**config.mk**
```make
export PLATFORM = sky130hd
export DESIGN_NAME = result_writeback_ctrl
export DESIGN_NICKNAME = d
export VERILOG_FILES = /design/src/rtl/result_writeback_ctrl.sv
export SDC_FILE = /design/constraint.sdc
export NUM_CORES = 1
export LEC_CHECK = 0
export CAP_MARGIN = 0
export CORE_MARGIN = 2
export CORE_UTILIZATION = 37
export CTS_CLUSTER_SIZE = 20
export DETAILED_ROUTE_END_ITERATION = 12
export PLACE_DENSITY = 0.76
export SETUP_SLACK_MARGIN = 0.1
export SYNTH_ARGS = -nofsm -noshare
export SYNTH_HDL_FRONTEND = slang
export SYNTH_SLANG_ARGS = --single-unit
```
**constraint.sdc**
```tcl
create_clock -name clk -period 2 [get_ports clk]
set_clock_uncertainty 0.1 [all_clocks]
set_input_delay 0.2 -clock clk [delete_from_list [all_inputs] [get_ports clk]]
set_output_delay 0.2 -clock clk [all_outputs]
set_load 0.01 [all_outputs]
```
**src/rtl/result_writeback_ctrl.sv**
```systemverilog
// result_writeback_ctrl
//   Snapshots the systolic array's C result matrix on a single-cycle strobe,
//   narrows each 2*DATA_WIDTH element to DATA_WIDTH (saturating or truncating),
//   then streams the elements to row-major result memory over a valid/ready
//   write handshake.  The array may start its next computation as soon as the
//   snapshot has been taken.
//
// Ports
//   clk           rising-edge clock
//   reset         synchronous, active-high reset
//   result_valid  strobe: result is valid this cycle
//   result        unpacked [A_ROWS][B_COLS] matrix of 2*DATA_WIDTH elements
//   ready         controller idle and able to accept result_valid
//   wr_valid      memory write request
//   wr_addr       write address (BASE_ADDR + row-major element index)
//   wr_data       converted element
//   wr_ready      memory accepts the write when wr_valid && wr_ready
//   busy          write sequence in progress (WRITE or DONE)
//   done          one-cycle pulse after the last element is accepted
//   overrun       one-cycle pulse: a strobe arrived while not ready and was dropped
module result_writeback_ctrl #(
  parameter int unsigned DATA_WIDTH = 8,
  parameter int unsigned A_ROWS     = 2,
  parameter int unsigned B_COLS     = 2,
  parameter int unsigned ADDR_WIDTH = 8,
  parameter int unsigned BASE_ADDR  = 0,
  parameter int unsigned SATURATE   = 1
) (
  input  logic                    clk,
  input  logic                    reset,
  input  logic                    result_valid,
  input  logic [2*DATA_WIDTH-1:0] result [0:A_ROWS-1][0:B_COLS-1],
  output logic                    ready,
  output logic                    wr_valid,
  output logic [ADDR_WIDTH-1:0]   wr_addr,
  output logic [DATA_WIDTH-1:0]   wr_data,
  input  logic                    wr_ready,
  output logic                    busy,
  output logic                    done,
  output logic                    overrun
);

  localparam int unsigned NUM   = A_ROWS * B_COLS;
  localparam int unsigned IW    = (NUM > 1) ? $clog2(NUM) : 1;
  localparam int unsigned DEPTH = 1 << IW;

  typedef enum logic [1:0] {
    IDLE,
    WRITE,
    DONE
  } state_t;

  state_t                state;
  state_t                state_nxt;
  logic [IW-1:0]         idx;
  logic [DATA_WIDTH-1:0] shadow [0:DEPTH-1];
  logic                  capture;
  logic                  last;

  // Elements are converted on capture, so the shadow only holds DATA_WIDTH
  // bits and the write path is a plain array read.
  function automatic logic [DATA_WIDTH-1:0] conv(input logic [2*DATA_WIDTH-1:0] x);
    if ((SATURATE != 0) && (|x[2*DATA_WIDTH-1:DATA_WIDTH]))
      conv = '1;
    else
      conv = x[DATA_WIDTH-1:0];
  endfunction

  assign last = (idx == IW'(NUM - 1));

  // The shadow is flattened row-major, so the linear index addresses both the
  // shadow entry and the memory word without any divide/modulo.
  assign wr_addr = ADDR_WIDTH'(BASE_ADDR) + ADDR_WIDTH'(idx);
  assign wr_data = (state == WRITE) ? shadow[idx] : '0;

  always_comb begin
    state_nxt = state;
    ready     = 1'b0;
    wr_valid  = 1'b0;
    busy      = 1'b0;
    done      = 1'b0;
    capture   = 1'b0;
    case (state)
      IDLE: begin
        ready = 1'b1;
        if (result_valid) begin
          capture   = 1'b1;
          state_nxt = WRITE;
        end
      end
      WRITE: begin
        wr_valid = 1'b1;
        busy     = 1'b1;
        if (wr_ready && last)
          state_nxt = DONE;
      end
      DONE: begin
        busy      = 1'b1;
        done      = 1'b1;
        state_nxt = IDLE;
      end
      default: state_nxt = IDLE;
    endcase
  end

  always_ff @(posedge clk) begin
    if (reset) begin
      state   <= IDLE;
      idx     <= '0;
      overrun <= 1'b0;
      for (int unsigned k = 0; k < DEPTH; k++)
        shadow[k] <= '0;
    end else begin
      state   <= state_nxt;
      overrun <= result_valid && (state != IDLE);
      if (capture) begin
        idx <= '0;
        for (int unsigned r = 0; r < A_ROWS; r++)
          for (int unsigned c = 0; c < B_COLS; c++)
            shadow[IW'(r * B_COLS + c)] <= conv(result[r][c]);
      end
      // Index returns to 0 after the last accept so wr_addr idles at BASE_ADDR.
      if ((state == WRITE) && wr_ready)
        idx <= last ? '0 : idx + IW'(1);
    end
  end

endmodule

```
After elaboration in Yosys (flattened, before gate mapping). Memories as Yosys holds them, arrays and structs flattened. A register that Yosys moved wholly into a read port is not among the register bits. Index checks and enable logic that the tools add are counted.

Add/subtract/negate cells: 1. Eq/ne operators: 5. Multiplexer cells: 36. Bitwise operators: 4. Reduce and logical (&&, ||, !) cells: 12.

Operators with widths (number): $mux 8 (17); $reduce_or 8->1 (4); $mux 2 (7); $mux 1 (11); $eq 2x2->1 const B (2); $or 1x1->1 (4); $pmux 2 s2 (1); $reduce_bool 2->1 (2); $logic_and 1x1->1 (3); $add 2x1->2 const B (1); $eq 2x1->1 const B (1); $logic_not 2->1 (1); $ne 2x1->1 const B (1); $ne 2x2->1 const B (1); $reduce_and 2->1 (1); $reduce_or 2->1 (1).

Flip-flop bits (word level): 5. RAM bits: 32. Bits of input ports: 68. Output and inout port bits: 21. Word-level logic and storage cells: 62. Memories: 1.

Memory list: shadow (depth 4, width 8, read ports 1, clocked after memory_dff 1, wr ports 4, line 56) `logic [DATA_WIDTH-1:0] shadow [0:DEPTH-1];`.

Longest topological paths before layout.
Depth after elaboration: 6. Gate-level depth with buffers: 6. Mapped depth without buffers: 5.

Least setup slack after synthesis. Ideal clock, no wire load.

Kind: reg2reg. Start point: register state[1]. End point: memory shadow[0][0] (enable). Arrival time: 1.581 ns. Data required time: 1.506 ns. Setup slack: -0.075 ns. Stages on the path, launching flop included: 5. Path buffers: 0. Path through: dfxtp_1 inv_1 ha_1 nand2_1 nand2b_1.

RTL lines: start: declaration (line 53) `state_t state;`; start signal: assignment (line 114) `state <= state_nxt;`; end: declaration (line 56).

==> qor_table.md <==
| Result | This run |
| --- | --- |
| Max-Cap Viols | 0 |
| Nets@finish | 304 |
| Reg2Reg Launch Point | state[1] |
| Minimum setup slack after placement | 0.0622 ns |
| Via count of the first global-routing pass | 1585 |
| Setup TNS | 0 ns |
| Req. time, crit path | 1.70 ns |
| Distinct cell type count after synthesis | 27 |
| Via count | 1493 |
| Run status | finished, final reports clean |
| Die width | 76.6 µm |
| Adder-Cell Fraction of Synth Area | 3.21% |
| Floorplan core area | 0.00511 mm² |
| Data arrival time of the critical path | 1.56 ns |
| Later-pin clock latency in the skew report | 0.28 ns |
| Worst hold path class | register to register |
| Area fraction in and, or, nand and nor cells after synthesis | 9.25% |
| Via-to-Cell Ratio | 4.96 |
| CTS buffer count | 5 |
| Number of placed I/O pins | 89 |
| Remaining design rule violation count | 0 |
| Maximum operating frequency | 538 MHz |
| Post-synthesis sequential area ratio | 56.5% |
| Diode count | 0 |
| Setup repair after global routing missed its margin | yes |
| Final setup violating endpoints | 0 |
| Number of placement rows | 26 |
| Leakage | 1.08 nW |
| Detailed-router iteration count before antenna repair | 6 |
| Dominant combinational cell family by area after synthesis | compound AO/OA/AOI/OAI gates |
| Starting density of the core | 38.1% |
| R2R depth | 6 |
| Number of fillers in the final layout | 422 |
| XOR/XNOR share of the synthesized area | 0% |
| Placed insts | 294 |
| Largest driver fanout on the critical path | 7 |
| Setup CP Type | register to primary output |
| First-pass GRT wire length | 7580 µm |
| Worst IR drop on VDD | 0.298 mV |
| Complex-gate fraction of the synthesized area | 15.4% |
| CTS tree | built |
| Number of DRC markers after the initial detailed-route iteration | 85 |
| Hold worst-path end | idx[1] |
| Power per cell area | 675 mW/mm² |
| Clock tree buffer depth | 2 |
| Multiplexer area fraction after synthesis | 10.3% |
| Destination of the worst register-to-register timing path | shadow[1][1] |
| Cell area after synthesis | 0.00195 mm² |
| Total die area | 0.00586 mm² |
| Wirelength, routed | 4620 µm |
| Port Buffer Count | 82 |
| GR Util All Layers | 16.8% |
| Startpoint kind of the worst setup timing path | register |
| Hold path startpoint | idx[1] |
| Crit share post-route | 92.9% |
| Pin count of the biggest net entering global routing | 33 |
| Time the final worst path needs with I/O delays and setup | 1.86 ns |
| Detailed placement HPWL | 3510 µm |
| Slack of the worst reg-to-reg path | 0.45 ns |
| Antenna viol nets, final | 0 |
| Wire length per cell after detailed routing | 15.3 µm |
| Capturing element type of the critical path | primary output |
| Warning count from the yosys run | 0 |
| Number of register bits inferred by synthesis | 39 |
| Non-filler cells in the finished layout | 301 |
| RD Place Congestion | 0.726 |
| Antenna violations before repair | 0 |
| Max Slew Vio Count | 0 |
| Clock transition at the registers of the reported paths | 0.07 ns |
| Depth of the worst hold-timing path | 2 |
| Average cell area after synthesis | 13.4 µm² |
| Remaining global-route overflow | 0 |
| Sinks on Clock Net | 39 |
| Die extent in y | 76.6 µm |
| Buffer type at the clock tree root | sky130_fd_sc_hd__clkbuf_8 |
| Layout-stage area growth over the synthesis result | 51.8% |
| Count of mapped cells out of synthesis | 145 |
| Final count of hold timing violations | 0 |
| Worst setup slack after layout | 0.142 ns |
| Share of final-layout standard cells stronger than drive strength 1 | 17.3% |
| Number of H-tree branching levels | 2 |
layout by cell type (no fill, tap or decap), drive strengths merged, types with 6 or more instances in the layout:
cell	netlist	final
and2	8	8
dfxtp	7	7
nand2	6	6
mux4	8	8
o21a	32	32
buf	11	13
conb	1	6
nor4	8	8
clkdlybuf4s50	0	74
edfxtp	32	32
worst max-delay path by stage:
stage	start	end	slack (ns)
global placement	register	wr_data[2]	0.07
global route	state[1]	ready	0.07
finish	register	wr_data[2]	0.14
floorplan	state[1]	shadow[0][0]	0.26
detailed placement	register	wr_data[1]	0.06
CTS	state[0]	busy	0.12
metrics by stage:
stage	cell area [µm²]	power (mW)	util, %	hold WS, ns
2_1_floorplan	1970	1.27	-	0.267
3_3_place_gp	2870	1.51	56.2	0.383
3_5_place_dp	2870	1.53	56.2	0.384
4_1_cts	2910	2.00	57.0	0.395
5_1_grt	2960	2.10	57.9	0.431
6_report	2960	2.00	57.9	0.391
repair_timing:
| item | 4_1_cts | 5_1_grt |
|---|---|---|
| setup buffers | 0 | 0 |
| endpoints found under the setup margin | 9 | 10 |
| cloned | 0 | 0 |
| pin swaps | 0 | 1 |
| hold buffers | 0 | 0 |
| resized for setup | 35 | 11 |
logic make-up (layout without fill, tap and decap cells):
logic type | count (synthesis) | count (layout)
other cells | 1 | 6
flops | 39 | 39
buf+inv | 17 | 98
compound gates | 41 | 41
mux | 10 | 10
simple gates | 32 | 32
fa+ha+maj | 5 | 5
flip-flops by register name, indices dropped and copies added, names as in the netlist, named ones only:
register	flops
idx	2
overrun	1
shadow	32
state	2
report_power, final:
group	total, mW	internal, mW	leakage [nW]	switching [mW]
clock	0.478	0.232	0.0414	0.247
combinational	0.480	0.300	0.639	0.180
sequential	1.04	1.00	0.401	0.0389
total	2.00	1.53	1.08	0.465
synth_stat cells, drive strengths merged:
master | number | area (µm²)
mux4 | 8 | 180
mux2 | 1 | 11.3
o21a | 32 | 240
a21bo | 1 | 10.0
buf | 11 | 76.3
nand2 | 6 | 22.5
nor3b | 1 | 7.51
nand2b | 2 | 12.5
a21o | 1 | 7.51
conb | 1 | 3.75
inv | 4 | 15.0
nor2 | 4 | 17.5
nor4bb | 1 | 10.0
mux2i | 1 | 10.0
a22oi | 2 | 15.0
ha | 5 | 62.6
and2 | 8 | 50.1
dfxtp | 7 | 140
a211oi | 1 | 7.51
edfxtp | 32 | 961
nor4 | 8 | 50.1
clkbuf | 2 | 7.51
nand3 | 2 | 10.0
a21oi | 4 | 20.0
routing by layer:
layer  track usage, %  vias to the layer above  share of wire, %
li1                 -                      707                 -
met2             28.1                       63                52
met1             19.9                      716                40
met5                0                        -                 0
met4             8.36                        0               1.9
met3             4.38                        7               6.1
cell type report:
| type | instances | area (µm²) | share of cell area [%] |
|---|---|---|---|
| multi-input combinational | 94 | 787 | 26.6 |
| inverter | 4 | 15.0 | 0.508 |
| sequential | 39 | 1100 | 37.3 |
| tap | 70 | 87.6 | 2.96 |
| timing repair buffer | 87 | 887 | 30.0 |
| clock buffer | 5 | 68.8 | 2.33 |
| clock inverter | 2 | 8.76 | 0.296 |
worst max-delay path: stages, from the launching register on:
cell and delay [ns]:
sky130_fd_sc_hd__dfxtp_2 0.35, sky130_fd_sc_hd__buf_12 0.14, sky130_fd_sc_hd__mux4_2 0.50, sky130_fd_sc_hd__and2_4 0.17, sky130_fd_sc_hd__buf_6 0.11
Note: power is estimated with default switching activity, not from simulation.
